## src/rtl/uart_rx_bit_ctrl.sv

```systemverilog
// UART receive bit controller: synchronises rx, finds the start bit, samples every bit at mid-bit.
// Strobes appear one clk after the sample tick edge; there is no backpressure, so downstream must take every data_shift.
module uart_rx_bit_ctrl #(
  parameter int DATA_BITS  = 8,
  parameter int OVERSAMPLE = 16,
  parameter int PARITY_EN  = 0,
  parameter int PARITY_ODD = 0
) (
  input  logic clk,
  input  logic rst,
  input  logic tick,
  input  logic rx,
  output logic bit_out,
  output logic data_shift,
  output logic frame_done,
  output logic frame_err,
  output logic parity_err,
  output logic busy
);

  localparam int SW = $clog2(OVERSAMPLE);
  localparam int BW = $clog2(DATA_BITS + 1);

  localparam logic [SW-1:0] MID_START = SW'(OVERSAMPLE / 2 - 1);
  localparam logic [SW-1:0] MID_BIT   = SW'(OVERSAMPLE - 1);
  localparam logic [BW-1:0] LAST_BIT  = BW'(DATA_BITS - 1);

  localparam logic [2:0] S_IDLE   = 3'd0;
  localparam logic [2:0] S_START  = 3'd1;
  localparam logic [2:0] S_DATA   = 3'd2;
  localparam logic [2:0] S_PARITY = 3'd3;
  localparam logic [2:0] S_STOP   = 3'd4;
  localparam logic [2:0] S_BREAK  = 3'd5;

  logic          rx_m;
  logic          rx_s;
  logic [2:0]    state;
  logic [SW-1:0] scnt;
  logic [BW-1:0] bcnt;
  logic          par;
  logic          par_err_q;

  // Synchroniser flops come out of reset high so an idle line never looks like a start.
  always_ff @(posedge clk or posedge rst) begin
    if (rst) begin
      rx_m <= 1'b1;
      rx_s <= 1'b1;
    end else begin
      rx_m <= rx;
      rx_s <= rx_m;
    end
  end

  always_ff @(posedge clk or posedge rst) begin
    if (rst) begin
      state      <= S_IDLE;
      scnt       <= '0;
      bcnt       <= '0;
      par        <= 1'b0;
      par_err_q  <= 1'b0;
      bit_out    <= 1'b0;
      data_shift <= 1'b0;
      frame_done <= 1'b0;
      frame_err  <= 1'b0;
      parity_err <= 1'b0;
    end else begin
      data_shift <= 1'b0;
      frame_done <= 1'b0;
      if (tick) begin
        case (state)
          S_IDLE: begin
            if (!rx_s) begin
              state <= S_START;
              scnt  <= '0;
            end
          end
          S_START: begin
            if (scnt == MID_START) begin
              if (!rx_s) begin
                state <= S_DATA;
                scnt  <= '0;
                bcnt  <= '0;
                par   <= 1'(PARITY_ODD);
              end else begin
                state <= S_IDLE;
              end
            end else begin
              scnt <= scnt + 1'b1;
            end
          end
          S_DATA: begin
            if (scnt == MID_BIT) begin
              bit_out    <= rx_s;
              data_shift <= 1'b1;
              par        <= par ^ rx_s;
              bcnt       <= bcnt + 1'b1;
              scnt       <= '0;
              if (bcnt == LAST_BIT)
                state <= (PARITY_EN != 0) ? S_PARITY : S_STOP;
            end else begin
              scnt <= scnt + 1'b1;
            end
          end
          S_PARITY: begin
            if (scnt == MID_BIT) begin
              par_err_q <= rx_s ^ par;
              scnt      <= '0;
              state     <= S_STOP;
            end else begin
              scnt <= scnt + 1'b1;
            end
          end
          S_STOP: begin
            if (scnt == MID_BIT) begin
              frame_done <= 1'b1;
              frame_err  <= ~rx_s;
              parity_err <= (PARITY_EN != 0) & par_err_q;
              scnt       <= '0;
              state      <= rx_s ? S_IDLE : S_BREAK;
            end else begin
              scnt <= scnt + 1'b1;
            end
          end
          S_BREAK: begin
            // A held-low line is a break, not a new start; wait for it to go idle.
            if (rx_s)
              state <= S_IDLE;
          end
          default: state <= S_IDLE;
        endcase
      end
    end
  end

  assign busy = (state != S_IDLE);

endmodule

```

## config.mk

```make
export PLATFORM = sky130hd
export DESIGN_NAME = uart_rx_bit_ctrl
export DESIGN_NICKNAME = d
export VERILOG_FILES = /design/src/rtl/uart_rx_bit_ctrl.sv
export SDC_FILE = /design/constraint.sdc
export NUM_CORES = 1
export LEC_CHECK = 0
export CAP_MARGIN = 20
export CORE_ASPECT_RATIO = 0.75
export CORE_MARGIN = 2
export CORE_UTILIZATION = 50
export CTS_CLUSTER_DIAMETER = 30
export DETAILED_ROUTE_END_ITERATION = 12
export PLACE_DENSITY = 0.76
export SYNTH_ARGS = -nofsm -noshare
export SYNTH_HDL_FRONTEND = slang
export SYNTH_SLANG_ARGS = --single-unit
```

## constraint.sdc

```tcl
create_clock -name clk -period 2.25 [get_ports clk]
set_input_delay 0.225 -clock clk [delete_from_list [all_inputs] [get_ports clk]]
set_output_delay 0.225 -clock clk [all_outputs]
set_load 0.01 [all_outputs]
```

==> impl_metrics.csv, run 1 <==
group,metric,value,unit
run_status,outcome,"finished, final reports clean",
grt,grt_pass1_wl,3110,µm
worst_setup_path,cp_slowest_cell,"dfrtp_1",
sta,slew_violations,0,
sta,max_freq,0.490,GHz
routing,wl,1710,µm
finish,layout_commonest_cell,"dfrtp_1",
clock_tree,cts_buffers,3,
grt,grt_usage,19.0,%
sta,fin_worst_skew,0.00418,ns
die,die_x,54.0,µm
finish,final_area,1050,µm²
synthesis,ys_ff_latch,17,
worst_setup_path,cp.required,2.03,ns
place,placed_area,1030,µm²
finish,final_layout_size_suffix_gt1_share,12.7,%
die,start_util,53.4,%
grt,gr-total-overflow,0,
finish,fill_cells,144,
power,powerDensity,889,nW/µm²
synthesis,yosysSeqAreaShare,45.6,%
synthesis,async_flop_share,100,%
power,power_leakage,0.464,nW
worst_setup_path,cp_slowest_stage_delay,0.53,ns
clock_tree,cts_tree,"yes",
routing,ant_nets,0,
finish,nNetsFinal,109,
clock_tree,cts_hold_buf,0,
worst_setup_path,end_kind,"output pin",
grt,grt_max_degree,18,
clock_tree,clkLatencyLatePin,0.29,ns
routing,detail_route.iter0.violations,27,
synthesis,synth_warnings,0,
clock_tree,cts_setup_buffers,0,
grt,grt_antenna_before_repair,0,
power,max-vdd-ir-drop,0.000575,V
worst_setup_path,cp_data_arrival_time,1.82,ns
run,max-cap-violations,0,
routing,drcViolationCount,0,
sta,hold_viol_final,0,
routing,viasPerCell,5.98,
place,gp_congestion,0.907,
synthesis,syn_area_per_cell,9.98,µm²
hold_path,hold_class,"input port to async pin",
clock_tree,h-tree-depth,1,
finish,area_growth,12.1,%
finish,most-common-layout-cells,"15 x dfrtp_1, 8 x clkdlybuf4s50_1, 7 x nand2_1",
worst_setup_path,critPathLaunchType,"flop",
die,dieArea,2240,µm²
finish,antenna-diode-count,0,
clock_tree,clock_sinks,17,
sta,rsz0062_at_grt,"false",
finish,fin_cells,124,
synthesis,syn_inst,94,
grt,grt_pass1_vias,656,
clock_tree,cts_resized,0,
die,core,1760,µm²
sta,setup_viol,0,
sta,period_minus_slack,2.04,ns
clock_tree,clk_pin_slew,0.09,ns
worst_setup_path,crit_type,"flop to output pin",
routing,first_pass_iters,4,
sta,tns,0,ns
clock_tree,cts_root_buf,"clkbuf_4",
sta,timing.final.crit_share,90.7,%
worst_setup_path,crit_family,"buffers and inverters",
place,port_buffers,8,
worst_setup_path,worst-path-buf-inv,2,
synthesis,dominantRegCellSynth,"dfrtp_1",
worst_setup_path,worstPathCellList,"nor3_1 > inv_1 > clkdlybuf4s50_1",
synthesis,ys_types,40,
place,hpwl,1300,µm
synthesis,syn_nets,100,
sta,setup_ws,0.209,ns
sta,fin_hold_ws,0.296,ns
die,io_pins,10,
sta,worstMarginPinSlew,0.624,ns
routing,via_count,741,
routing,wl_per_cell,13.8,µm
die,dieHeight,41.5,µm
place,dp_cells,120,
worst_setup_path,reg2reg_slack,0.35,ns
clock_tree,clockBufferDepth,2,
worst_setup_path,critPathMaxFanout,14,
place,place_ws,0.386,ns
synthesis,synth_area,938,µm²
sta,slew_headroom,58.3,%
die,fp-row-count,13,
synthesis,synth_enable_flop_cells,0,
==> worst reg2reg max path, cell delays in order (launching register included) <==
cell	delay [ns]
dfrtp_1	0.53
or3b_2	0.55
o21ai_0	0.34
a21oi_1	0.10
a32o_1	0.27
==> stage by stage <==
stage	util (%)	power (mW)
after global placement	58.4	0.768
after global routing	59.9	1.02
final	59.9	0.936
after detailed placement	58.4	0.780
after floorplan	-	0.686
after CTS	59.9	0.941
==> path summary, 6_finish.rpt <==
| check | start | depth (start not counted) | end |
|---|---|---|---|
| min in group clk | rx | 1 | rx_m$_DFF_PP1_ |
| worst max register to register | state[2]$_DFFE_PP0P_ | 4 | state[0]$_DFFE_PP0P_ |
| worst min-delay path | rst | 2 | state[0]$_DFFE_PP0P_ |
| worst max-delay path | state[2]$_DFFE_PP0P_ | 3 | busy |
| max in group asynchronous | rst | 2 | data_shift$_DFF_PP0_ |
| worst min register to register | rx_m$_DFF_PP1_ | 0 | rx_s$_DFF_PP1_ |
==> registers in the layout, summed over array words and instances, names as in the netlist <==
| name | flops |
|---|---|
| data_shift | 1 |
| bcnt | 4 |
| frame_err | 1 |
| frame_done | 1 |
| bit_out | 1 |
| rx_s | 1 |
| state | 3 |
| rx_m | 1 |
| scnt | 4 |
==> layer usage <==
metal	share of wire (%)	wire [µm]	vias up	GRT usage, %
met5	0	0	-	0
met4	1.3	23	0	4.50
met3	8.6	146	5	7.55
met2	42	709	32	24.1
met1	49	828	346	29.9
li1	-	-	358	-
==> Yosys cell counts (2+ instances only) <==
cell	n	share of area, %
dfrtp_1	15	40
nand2_1	7	2.8
nor2_1	6	2.4
o21ai_0	6	3.2
inv_1	5	2.0
nand3_1	5	2.7
a211o_1	3	2.8
a21oi_1	3	1.6
a32o_1	3	3.2
nor3_1	3	1.6
o31ai_1	3	2.4
a22o_1	2	1.9
and3_1	2	1.3
clkbuf_1	2	0.80
dfstp_2	2	5.6
ha_1	2	2.7
nor3b_1	2	1.6
==> cell families (layout without fill, tap and decap cells) <==
logic type	count (synthesis)	in the layout	synth area share, %
simple gates	36	36	22.3
other cells	1	1	0.400
flops	17	17	45.6
mux	1	1	1.20
xor+xnor	1	1	0.934
buf+inv	11	19	5.73
compound gates	25	25	21.2
fa+ha+maj	2	2	2.67
==> layout make-up <==
cell class | count | area, µm² | area share, %
clock buffers | 4 | 26.3 | 2.50
inverters | 5 | 18.8 | 1.78
multi-input cells | 66 | 457 | 43.4
flip-flops and latches | 17 | 428 | 40.7
well taps | 22 | 27.5 | 2.62
repair buffers | 10 | 95.1 | 9.04
==> where the power goes <==
| part | switching, mW | leakage [nW] | internal (mW) |
|---|---|---|---|
| logic | 0.169 | 0.239 | 0.164 |
| registers | 0.0673 | 0.209 | 0.375 |
| clock network | 0.0925 | 0.0150 | 0.0692 |
No activity file was read; power rests on OpenSTA's default activity.
==> inputs of run 2 (changes only) <==
==> constraint.sdc (replaced) <==
create_clock -name clk -period 2.25 [get_ports clk]
set_input_delay 0.45 -clock clk [delete_from_list [all_inputs] [get_ports clk]]
set_output_delay 0.45 -clock clk [all_outputs]
set_load 0.01 [all_outputs]
==> impl_metrics.csv, run 2 (synthesis results as in run 1) <==
group,metric,value,unit
hold_path,hold_class,"flop to flop",
hold_path,whs_path_depth,0,
grt,grt_pass1_wl,3180,µm
worst_setup_path,rr_endpoint,"state[0]$_DFFE_PP0P_",
die,start_util,53.4,%
clock_tree,h-tree-depth,1,
place,place_ws,0.340,ns
worst_setup_path,worstPathCellList,"nor3_2 > inv_1 > clkdlybuf4s50_1",
power,switchingPower,0.333,mW
worst_setup_path,crit_path_start,"state[0]$_DFFE_PP0P_",
run_status,outcome,"finished, final reports clean",
finish,reg.largest.list,"bcnt: 4 flops, scnt: 4 flops, state: 3 flops",
power,switching_share,35.8,%
routing,detail_route.iter0.violations,42,
grt,gr-total-overflow,0,
worst_setup_path,worst-path-buf-inv,2,
worst_setup_path,ff2ff_path_depth,4,
power,powerDensity,883,nW/µm²
worst_setup_path,end_kind,"output pin",
sta,setup_viol,0,
clock_tree,cts_root_buf,"clkbuf_4",
finish,antenna-diode-count,0,
sta,slew_violations,0,
grt,grt_max_degree,18,
worst_setup_path,reg2reg_slack,0.31,ns
power,p_comb_share,33.3,%
routing,drcViolationCount,0,
worst_setup_path,path_depth,3,
finish,area_growth,12.1,%
clock_tree,cts_tree,"yes",
finish,nNetsFinal,108,
finish,layout_commonest_cell,"dfrtp_1",
worst_setup_path,critPathCapture,"busy",
sta,tns,0,ns
clock_tree,clkLatencyLatePin,0.29,ns
sta,max_freq,0.477,GHz
die,fp-row-count,13,
finish,fin_util,59.9,%
sta,rsz0062_at_grt,"false",
sta,hold_viol_final,0,
die,io_pins,10,
power,max-vdd-ir-drop,0.000526,V
grt,grt_usage,19.5,%
clock_tree,clk_pin_slew,0.10,ns
die,die_x,54.0,µm
place,hpwl,1330,µm
sta,worstMarginPinSlew,0.637,ns
finish,most-common-layout-cells,"14 x dfrtp_1, 8 x clkdlybuf4s50_1, 7 x nand2_1",
sta,fin_worst_skew,0.00324,ns
grt,grt_pass1_vias,710,
power,seq_power_share,49.3,%
worst_setup_path,worstReg2RegStart,"state[1]$_DFFE_PP0P_",
worst_setup_path,crit_type,"flop to output pin",
routing,ant_nets,0,
finish,fill_cells,160,
sta,timing.final.crit_share,93.3,%
sta,setup_ws,0.151,ns
clock_tree,cts_buffers,3,
worst_setup_path,critPathMaxFanout,10,
routing,wl_per_cell,14.8,µm
die,dieHeight,41.5,µm
run,max-cap-violations,0,
routing,via_count,745,
power,power.share.clock,17.4,%
worst_setup_path,critPathLaunchType,"flop",
worst_setup_path,cp_data_arrival_time,1.65,ns
routing,viasPerCell,6.06,
worst_setup_path,cp_slowest_cell,"dfrtp_1",
clock_tree,clock_sinks,17,
power,p_int,0.596,mW
worst_setup_path,cp.required,1.80,ns
clock_tree,clockBufferDepth,2,
die,core,1760,µm²
finish,final_layout_size_suffix_gt1_share,14.9,%
place,port_buffers,8,
grt,grt_antenna_before_repair,0,
routing,first_pass_iters,4,
worst_setup_path,crit_family,"buffers and inverters",
sta,period_minus_slack,2.10,ns
routing,wl,1830,µm
sta,slew_headroom,57.5,%
worst_setup_path,cp_slowest_stage_delay,0.49,ns
power,power_leakage,0.465,nW
die,dieArea,2240,µm²
place,gp_congestion,0.876,
run 2: cell types whose count changed in the layout (fill, tap and decap cells not counted), sizes merged:
cell,delta
clkinv,+1
buf,-1
clkbuf,-1
run 2: layer usage:
layer	wire length, µm	share of wire, %	track usage, %
met1	891	49	26.1
met2	841	46	30.5
met3	83	4.5	7.55
met4	10	0.55	3.00
met5	0	0	0
run 2: worst min-delay path by stage:
stage / startpoint / endpoint / slack (ns)
detailed placement: rx_m$_DFF_PP1_ / rx_s$_DFF_PP1_ / 0.35
floorplan: rx_m$_DFF_PP1_ / rx_s$_DFF_PP1_ / 0.35
CTS: rx_m$_DFF_PP1_ / rx_s$_DFF_PP1_ / 0.37
global placement: rx_m$_DFF_PP1_ / rx_s$_DFF_PP1_ / 0.35
global route: rx_m$_DFF_PP1_ / rx_s$_DFF_PP1_ / 0.38
finish: rx_m$_DFF_PP1_ / rx_s$_DFF_PP1_ / 0.36
run 2: final cells by class:
cell class | count | area, µm² | share of cell area, %
clock inverters | 1 | 5.00 | 0.476
repair buffers | 9 | 87.6 | 8.32
multi-input cells | 66 | 462 | 43.9
well taps | 22 | 27.5 | 2.62
inverters | 5 | 18.8 | 1.78
flip-flops and latches | 17 | 429 | 40.8
clock buffers | 3 | 22.5 | 2.14
run 2: power groups by stage:
stage | sequential (mW) | clock, mW | combinational, mW
after floorplan | 0.422 | 0 | 0.264
after global placement | 0.457 | 0 | 0.295
after detailed placement | 0.461 | 0 | 0.307
after CTS | 0.455 | 0.171 | 0.309
after global routing | 0.470 | 0.184 | 0.349
final | 0.458 | 0.162 | 0.309
run 2: through the flow:
stage / power, mW / hold WS [ns] / cells / instance area [µm²]
final: 0.929 / 0.364 / 123 / 1050
after global routing: 1.00 / 0.380 / 123 / 1050
after CTS: 0.935 / 0.366 / 123 / 1050
after detailed placement: 0.768 / 0.351 / 119 / 1020
after global placement: 0.751 / 0.349 / 119 / 1020
after floorplan: 0.686 / 0.345 / 94 / 938
run 2: timing repair:
item | in CTS | in global routing
buffers inserted | 0 | 0
hold buffers | 0 | 0
endpoints found under the hold margin | 0 | 0
setup endpoints to repair | 0 | 1
gates resized for setup | 0 | 2
==> inputs of run 3 (changes only) <==
- CTS_CLUSTER_DIAMETER: 30 -> 40
==> results of run 3 <==
Same layout as run 2: the final DEF is identical, and so are final timing and power.
